===== src/rtl/muldiv_unit.sv =====
// rtl/muldiv_unit.sv - multi-cycle RV M-extension multiply/divide unit
//
// Purpose:
//   Executes the eight RV M-extension ops (funct3 encoded) in several cycles.
//   Multiplies complete a fixed MUL_LAT edges after accept.
//   Divides use a restoring shift-subtract loop that yields one quotient bit
//   per edge, followed by a sign fix-up edge.
//   Divide-by-zero and signed overflow resolve on the first edge after accept.
//
// Optional feature (macro MULDIV_DIV_EARLY_EN):
//   When defined, a divide whose dividend magnitude is below a nonzero divisor
//   magnitude also resolves on the first edge (quotient 0, remainder rs1).
//   Results are identical with or without the macro; only latency differs.
//
// Ports:
//   clk        in   clock
//   rst        in   synchronous active-high reset
//   enabled    in   start request, sampled only while busy=0
//   op         in   funct3: 0 mul 1 mulh 2 mulhsu 3 mulhu 4 div 5 divu 6 rem 7 remu
//   rs1, rs2   in   operands
//   kill       in   abort the in-flight op, no completion, result held
//   busy       out  op in flight
//   completed  out  one-cycle pulse, result valid in that cycle
//   result     out  result, held until the next completion

module muldiv_unit #(
  parameter int XLEN    = 32,
  parameter int MUL_LAT = 2
) (
  input  logic            clk,
  input  logic            rst,
  input  logic            enabled,
  input  logic [2:0]      op,
  input  logic [XLEN-1:0] rs1,
  input  logic [XLEN-1:0] rs2,
  input  logic            kill,
  output logic            busy,
  output logic            completed,
  output logic [XLEN-1:0] result
);

  localparam int CNT_MAX = (XLEN > MUL_LAT) ? XLEN : MUL_LAT;
  localparam int CW      = $clog2(CNT_MAX + 1) + 1;

  typedef enum logic [1:0] {
    S_IDLE,
    S_MUL,
    S_DIV,
    S_FIX
  } state_t;

  state_t          state_q;
  logic [1:0]      op_q;      // op[2] is implied by which state we are in
  logic [XLEN-1:0] a_q;
  logic [XLEN-1:0] b_q;
  logic [CW-1:0]   cnt_q;
  logic [XLEN-1:0] rem_q;
  logic [XLEN-1:0] quo_q;     // holds the dividend magnitude, shifted out MSB first
  logic [XLEN-1:0] dvs_q;     // divisor magnitude
  logic            q_neg_q;
  logic            r_neg_q;
  logic            busy_q;
  logic            done_q;
  logic [XLEN-1:0] result_q;

  assign busy      = busy_q;
  assign completed = done_q;
  assign result    = result_q;

  // ---------------------------------------------------------------------------
  // Operand conditioning at accept: magnitudes and signs for the divider
  // ---------------------------------------------------------------------------
  logic            rs1_neg;
  logic            rs2_neg;
  logic [XLEN-1:0] rs1_abs;
  logic [XLEN-1:0] rs2_abs;

  always_comb begin
    rs1_neg = ~op[0] & rs1[XLEN-1];
    rs2_neg = ~op[0] & rs2[XLEN-1];
    rs1_abs = rs1_neg ? -rs1 : rs1;
    rs2_abs = rs2_neg ? -rs2 : rs2;
  end

  // ---------------------------------------------------------------------------
  // Multiplier: sign-extend both operands to 2*XLEN; the low 2*XLEN bits of the
  // unsigned product then equal the signed/mixed product modulo 2^(2*XLEN).
  // ---------------------------------------------------------------------------
  logic            mul_a_sx;
  logic            mul_b_sx;
  logic [2*XLEN-1:0] mul_a_ext;
  logic [2*XLEN-1:0] mul_b_ext;
  logic [2*XLEN-1:0] prod;
  logic [XLEN-1:0] mul_res;

  always_comb begin
    mul_a_sx  = (op_q != 2'b11) & a_q[XLEN-1];  // signed rs1 for mul/mulh/mulhsu
    mul_b_sx  = ~op_q[1] & b_q[XLEN-1];         // signed rs2 for mul/mulh only
    mul_a_ext = {{XLEN{mul_a_sx}}, a_q};
    mul_b_ext = {{XLEN{mul_b_sx}}, b_q};
    prod      = mul_a_ext * mul_b_ext;
    mul_res   = (op_q == 2'b00) ? prod[XLEN-1:0] : prod[2*XLEN-1:XLEN];
  end

  // ---------------------------------------------------------------------------
  // Restoring divide step. The partial remainder is always below the divisor,
  // so the XLEN+1 bit difference borrows exactly when part < divisor.
  // ---------------------------------------------------------------------------
  logic [XLEN:0]   part;
  logic [XLEN:0]   diff;
  logic            ge;
  logic [XLEN-1:0] rem_step;
  logic [XLEN-1:0] quo_step;

  always_comb begin
    part     = {rem_q, quo_q[XLEN-1]};
    diff     = part - {1'b0, dvs_q};
    ge       = ~diff[XLEN];
    rem_step = ge ? diff[XLEN-1:0] : part[XLEN-1:0];
    quo_step = {quo_q[XLEN-2:0], ge};
  end

  // ---------------------------------------------------------------------------
  // Special divide cases, evaluated on the first edge after accept
  // ---------------------------------------------------------------------------
  logic            div_zero;
  logic            div_ovf;
  logic            div_early;
  logic            div_special;
  logic [XLEN-1:0] special_res;

  always_comb begin
    div_zero = (b_q == '0);
    div_ovf  = ~op_q[0] & (a_q == {1'b1, {(XLEN-1){1'b0}}}) & (&b_q);
`ifdef MULDIV_DIV_EARLY_EN
    // quo_q still holds the unshifted dividend magnitude on the first edge
    div_early = ~div_zero & (quo_q < dvs_q);
`else
    div_early = 1'b0;
`endif
    div_special = div_zero | div_ovf | div_early;
    if (div_zero) begin
      special_res = op_q[1] ? a_q : '1;
    end else if (div_ovf) begin
      special_res = op_q[1] ? '0 : a_q;
    end else begin
      special_res = op_q[1] ? a_q : '0;
    end
  end

  // ---------------------------------------------------------------------------
  // Sign fix-up of the unsigned quotient/remainder
  // ---------------------------------------------------------------------------
  logic [XLEN-1:0] fix_res;

  always_comb begin
    if (op_q[1]) begin
      fix_res = r_neg_q ? -rem_q : rem_q;
    end else begin
      fix_res = q_neg_q ? -quo_q : quo_q;
    end
  end

  // ---------------------------------------------------------------------------
  // Completion decode
  // ---------------------------------------------------------------------------
  logic            fin_d;
  logic [XLEN-1:0] fin_val_d;

  always_comb begin
    fin_d     = 1'b0;
    fin_val_d = mul_res;
    case (state_q)
      S_MUL: begin
        fin_d     = (cnt_q == CW'(MUL_LAT));
        fin_val_d = mul_res;
      end
      S_DIV: begin
        fin_d     = (cnt_q == CW'(1)) & div_special;
        fin_val_d = special_res;
      end
      S_FIX: begin
        fin_d     = 1'b1;
        fin_val_d = fix_res;
      end
      default: begin
        fin_d     = 1'b0;
        fin_val_d = mul_res;
      end
    endcase
  end

  // ---------------------------------------------------------------------------
  // Control FSM with registered outputs
  // ---------------------------------------------------------------------------
  always_ff @(posedge clk) begin
    if (rst) begin
      state_q  <= S_IDLE;
      op_q     <= 2'b00;
      a_q      <= '0;
      b_q      <= '0;
      cnt_q    <= '0;
      rem_q    <= '0;
      quo_q    <= '0;
      dvs_q    <= '0;
      q_neg_q  <= 1'b0;
      r_neg_q  <= 1'b0;
      busy_q   <= 1'b0;
      done_q   <= 1'b0;
      result_q <= '0;
    end else begin
      done_q <= 1'b0;
      if (kill) begin
        // Flush wins over accept and over completion in the same edge
        state_q <= S_IDLE;
        busy_q  <= 1'b0;
        cnt_q   <= '0;
      end else begin
        case (state_q)
          S_IDLE: begin
            if (enabled) begin
              op_q    <= op[1:0];
              a_q     <= rs1;
              b_q     <= rs2;
              quo_q   <= rs1_abs;
              dvs_q   <= rs2_abs;
              rem_q   <= '0;
              q_neg_q <= rs1_neg ^ rs2_neg;
              r_neg_q <= rs1_neg;
              cnt_q   <= CW'(1);
              busy_q  <= 1'b1;
              state_q <= op[2] ? S_DIV : S_MUL;
            end
          end
          S_MUL: begin
            if (fin_d) begin
              result_q <= fin_val_d;
              done_q   <= 1'b1;
              busy_q   <= 1'b0;
              cnt_q    <= '0;
              state_q  <= S_IDLE;
            end else begin
              cnt_q <= cnt_q + CW'(1);
            end
          end
          S_DIV: begin
            if (fin_d) begin
              result_q <= fin_val_d;
              done_q   <= 1'b1;
              busy_q   <= 1'b0;
              cnt_q    <= '0;
              state_q  <= S_IDLE;
            end else begin
              rem_q <= rem_step;
              quo_q <= quo_step;
              if (cnt_q == CW'(XLEN)) begin
                cnt_q   <= '0;
                state_q <= S_FIX;
              end else begin
                cnt_q <= cnt_q + CW'(1);
              end
            end
          end
          S_FIX: begin
            result_q <= fin_val_d;
            done_q   <= 1'b1;
            busy_q   <= 1'b0;
            state_q  <= S_IDLE;
          end
          default: begin
            state_q <= S_IDLE;
            busy_q  <= 1'b0;
          end
        endcase
      end
    end
  end

endmodule

===== config.mk =====
export PLATFORM = sky130hd
export DESIGN_NAME = muldiv_unit
export DESIGN_NICKNAME = d
export VERILOG_FILES = /design/src/rtl/muldiv_unit.sv
export SDC_FILE = /design/constraint.sdc
export NUM_CORES = 2
export LEC_CHECK = 0
export ABC_AREA = 1
export BUFFER_PORTS_ARGS = -buffer_cell sky130_fd_sc_hd__buf_2
export CAP_MARGIN = 20
export CORE_MARGIN = 2
export CORE_UTILIZATION = 40
export DETAILED_ROUTE_END_ITERATION = 7
export PLACE_DENSITY = 0.62
export SETUP_SLACK_MARGIN = 0.3
export SLEW_MARGIN = 20
export SYNTH_ARGS = -nofsm -noshare
export SYNTH_HDL_FRONTEND = slang
export SYNTH_SLANG_ARGS = --single-unit

===== constraint.sdc =====
create_clock -name clk -period 10.52 [get_ports clk]
set_clock_uncertainty 0.1 [all_clocks]
set_input_delay 1.052 -clock clk [delete_from_list [all_inputs] [get_ports clk]]
set_output_delay 1.052 -clock clk [all_outputs]
set_load 0.01 [all_outputs]

==> run summary <==
outcome = complete, no violations
number of buffers inserted for hold repair after clock tree synthesis = 0
length of routed wiring on met1 = 83.1 mm
vias per cell = 5.16
Via Count = 48,900
CTS buffer count = 28
# clock sinks = 206
Power per Cell Area = 112 nW/um2
number of buffer and inverter stages on the critical path = 5
net switching power of the design = 3.60 mW
kind of end point of the critical path = register
effective utilization at floorplan = 40.1%
CP max-delay cell = sky130_fd_sc_hd__fa_1
clock period minus final worst setup slack = 9.35 ns
proportion of synthesized chip area in sequential cells = 7.39%
wire length reported by the detailed router = 195 mm
sum of net half-perimeters after detailed placement = 164 mm
vias in the first global route = 50,300
maximum number of pins on one net before global-route repair = 98
Reg-to-Reg Start = op_q[0]$_SDFFE_PP0P_
drt first pass iters = 8
Clk network pwr share = 16.6%
height of the die = 377 um
Final #Nets = 9,024
number of antenna-violating nets in the routed design = 0
wire length of the first global-routing pass = 303 mm
max-cap violation count = 0
number of input and output port buffers inserted = 104
number of DRC violations after detailed routing = 0
total global routing track utilization = 27.9%
class of the tightest hold or removal check = register to register
horizontal die dimension = 377 um
worst slew margin relative to its limit = 26.3%
internal power component = 3.02 mW
Primary FF master, synth = sky130_fd_sc_hd__dfxtp_1
standard-cell rows = 137
Reg clk slew, reported paths = 0.06 ns
slew at the pin with the worst max-slew slack = 1.11 ns
wire length on met3 = 12.8 mm
total design power = 6.63 mW
part of the cycle the worst path needs = 88.8%
clock latency at the later pin of the worst-skew pair = 0.59 ns
placeable core region = 139,000 um2
cell repeated most along the worst path = sky130_fd_sc_hd__fa_1
Max rail drop VDD = 0.000119 V
arrival time reported for the critical path endpoint = 9.69 ns
die area = 142,000 um2
met2 routed wirelength = 91.8 mm
count of instances resized after the clock tree is built = 0
Setup Total Neg Slack = 0 ns
data required time of the critical path = 10.87 ns
critical hold path startpoint = dvs_q[31]$_SDFFE_PP0P_
critical path startpoint = op_q[0]$_SDFFE_PP0P_
critical path start-end classification = register to register
wire length per cell = 20.6 um
kind of launch point of the worst setup path = register
clock tree root driver cell = sky130_fd_sc_hd__clkbuf_16
RSZ-0062 raised after global routing = no
highest fanout seen on the critical path = 18
I/O pin cnt = 105
final count of pins violating max slew = 0
Max Clk Rate = 107 MHz
synthesized instance count = 7,681
fraction of layout instances using a drive strength above 1 = 6.15%
number of antenna violations at the first check in global routing = 15
level count of the clock H-tree = 1
Gate power share = 69.2%
highest signal layer in the routed design = met5
post-synth net total = 9,134
switching portion of total power = 54.4%
layout-stage area growth over the synthesis result = 5.98%
post-synth cell types = 56
register bit total from synthesis = 206
number of flops mapped to enable cells by yosys = 0
critical path's top delay family = adder cells
Remaining Overflow, GRT = 0
Routability Congestion = 1.03
share of power burned in registers = 14.2%
fraction of registers with async set/reset = 0%
Longest Clk Path Bufs = 3
violation count after the first detailed-routing iteration = 3,863
Yosys warnings = 0
setup fix buffers added after clock tree synthesis = 0
Leak = 31.6 nW
average size of a mapped cell = 7.26 um2
TritonCTS clock tree = done
final-report setup violation count = 0
Post-Syn Area = 55,800 um2
number of hold-slack violations in the final timing report = 0
crit-path max cell delay = 0.92 ns
==> worst register-to-register path: cells and delay by family, from the launching register on <==
family          cells  cell delay [ns]
compound gates      4             0.87
fa+ha+maj           9             5.10
buf+inv             5             1.13
flops               1             0.38
simple gates       10             1.65
==> worst paths after layout <==
| kind | to | slack [ns] | cells after the start |
|---|---|---|---|
| hold / removal | dvs_q[31]$_SDFFE_PP0P_ | 0.37 | 2 |
| setup / recovery | result[27]$_SDFFE_PP0P_ | 1.17 | 28 |
| hold reg to reg | dvs_q[31]$_SDFFE_PP0P_ | 0.37 | 2 |
| setup reg to reg | result[27]$_SDFFE_PP0P_ | 1.17 | 28 |
==> per-stage QoR <==
step	util, %	worst slack [ns]	instances	instance area [um2]	hold WS [ns]
2_1_floorplan	-	2.47	7681	55800	0.345
4_1_cts	42.5	1.28	9469	59100	0.365
5_1_grt	42.5	0.510	9469	59100	0.388
6_report	42.5	1.17	9471	59100	0.370
3_5_place_dp	41.8	1.28	9417	58100	0.365
3_3_place_gp	41.8	1.37	9417	58100	0.355
==> cells by family (layout without fill, tap and decap cells) <==
group / Yosys count / after routing / synth area share [%]
flip-flops: 206 / 206 / 7.39
buffers and inverters: 2276 / 2188 / 15.7
other: 0 / 2 / 0
AO/OA/AOI/OAI: 759 / 759 / 7.63
XOR/XNOR: 68 / 68 / 1.07
adder cells (fa/ha/maj): 1382 / 1382 / 46.1
AND/OR/NAND/NOR: 2990 / 2990 / 22.1
==> flip-flops by register name (all words and copies together), names as in the netlist <==
register   flops
state_q        2
q_neg_q        1
rem_q         32
a_q           32
b_q           32
dvs_q         31
result        32
r_neg_q        1
quo_q         32
busy           1
op_q           2
cnt_q          7
completed      1
==> cells in the mapped netlist (all sizes together) (4+ instances only) <==
cell type,n,area [um2]
xnor2,28,245
nor3,57,344
dfxtp,206,4120
a31oi,25,156
nand3b,19,143
o31ai,4,30.0
o21bai,16,120
nand3,283,1500
o311ai,4,35.0
ha,256,3200
a21boi,6,52.6
nand4,73,457
a21o,9,67.6
a21oi,319,1720
or2,14,87.6
xor2,40,350
inv,1887,7090
o211ai,37,278
nor2,537,2070
a211oi,11,82.6
clkbuf,273,1030
nand2,1986,7570
clkinv,7,26.3
fa,1126,22500
o22ai,7,43.8
o21ai,317,1640
buf,109,626
nor4,13,87.6
==> area by class of cell <==
class,count,area (um2)
antenna,2,5.00
clock buffer,40,816
clock inverter,12,233
fill,14400,79900
inverter,1894,7110
multi-input combinational,5199,42900
sequential,206,4130
tap,1876,2350
timing repair buffer,242,1560
==> placed cells by master (no fill, tap or decap), drive strengths merged, types with 37 or more instances in the layout <==
cell / instances
a21oi: 319
buf: 242
clkbuf: 40
dfxtp: 206
fa: 1126
ha: 256
inv: 1889
nand2: 1986
nand3: 283
nand4: 73
nor2: 537
nor3: 57
o211ai: 37
o21ai: 317
xor2: 40
==> metal layers <==
metal / GRT usage (%) / vias to the layer above
met4: 8.91 / 8
met1: 37.6 / 24600
met3: 3.46 / 315
li1: - / 22300
met5: 0 / -
met2: 46.5 / 1659
==> power groups by stage <==
stage | logic, mW | clock network (mW) | registers (mW)
4_1_cts | 4.60 | 1.11 | 0.943
5_1_grt | 5.10 | 1.14 | 0.950
3_3_place_gp | 4.53 | 0 | 0.960
2_1_floorplan | 3.05 | 0 | 0.877
3_5_place_dp | 4.56 | 0 | 0.960
6_report | 4.59 | 1.10 | 0.945
No activity file was read; power rests on OpenSTA's default activity.
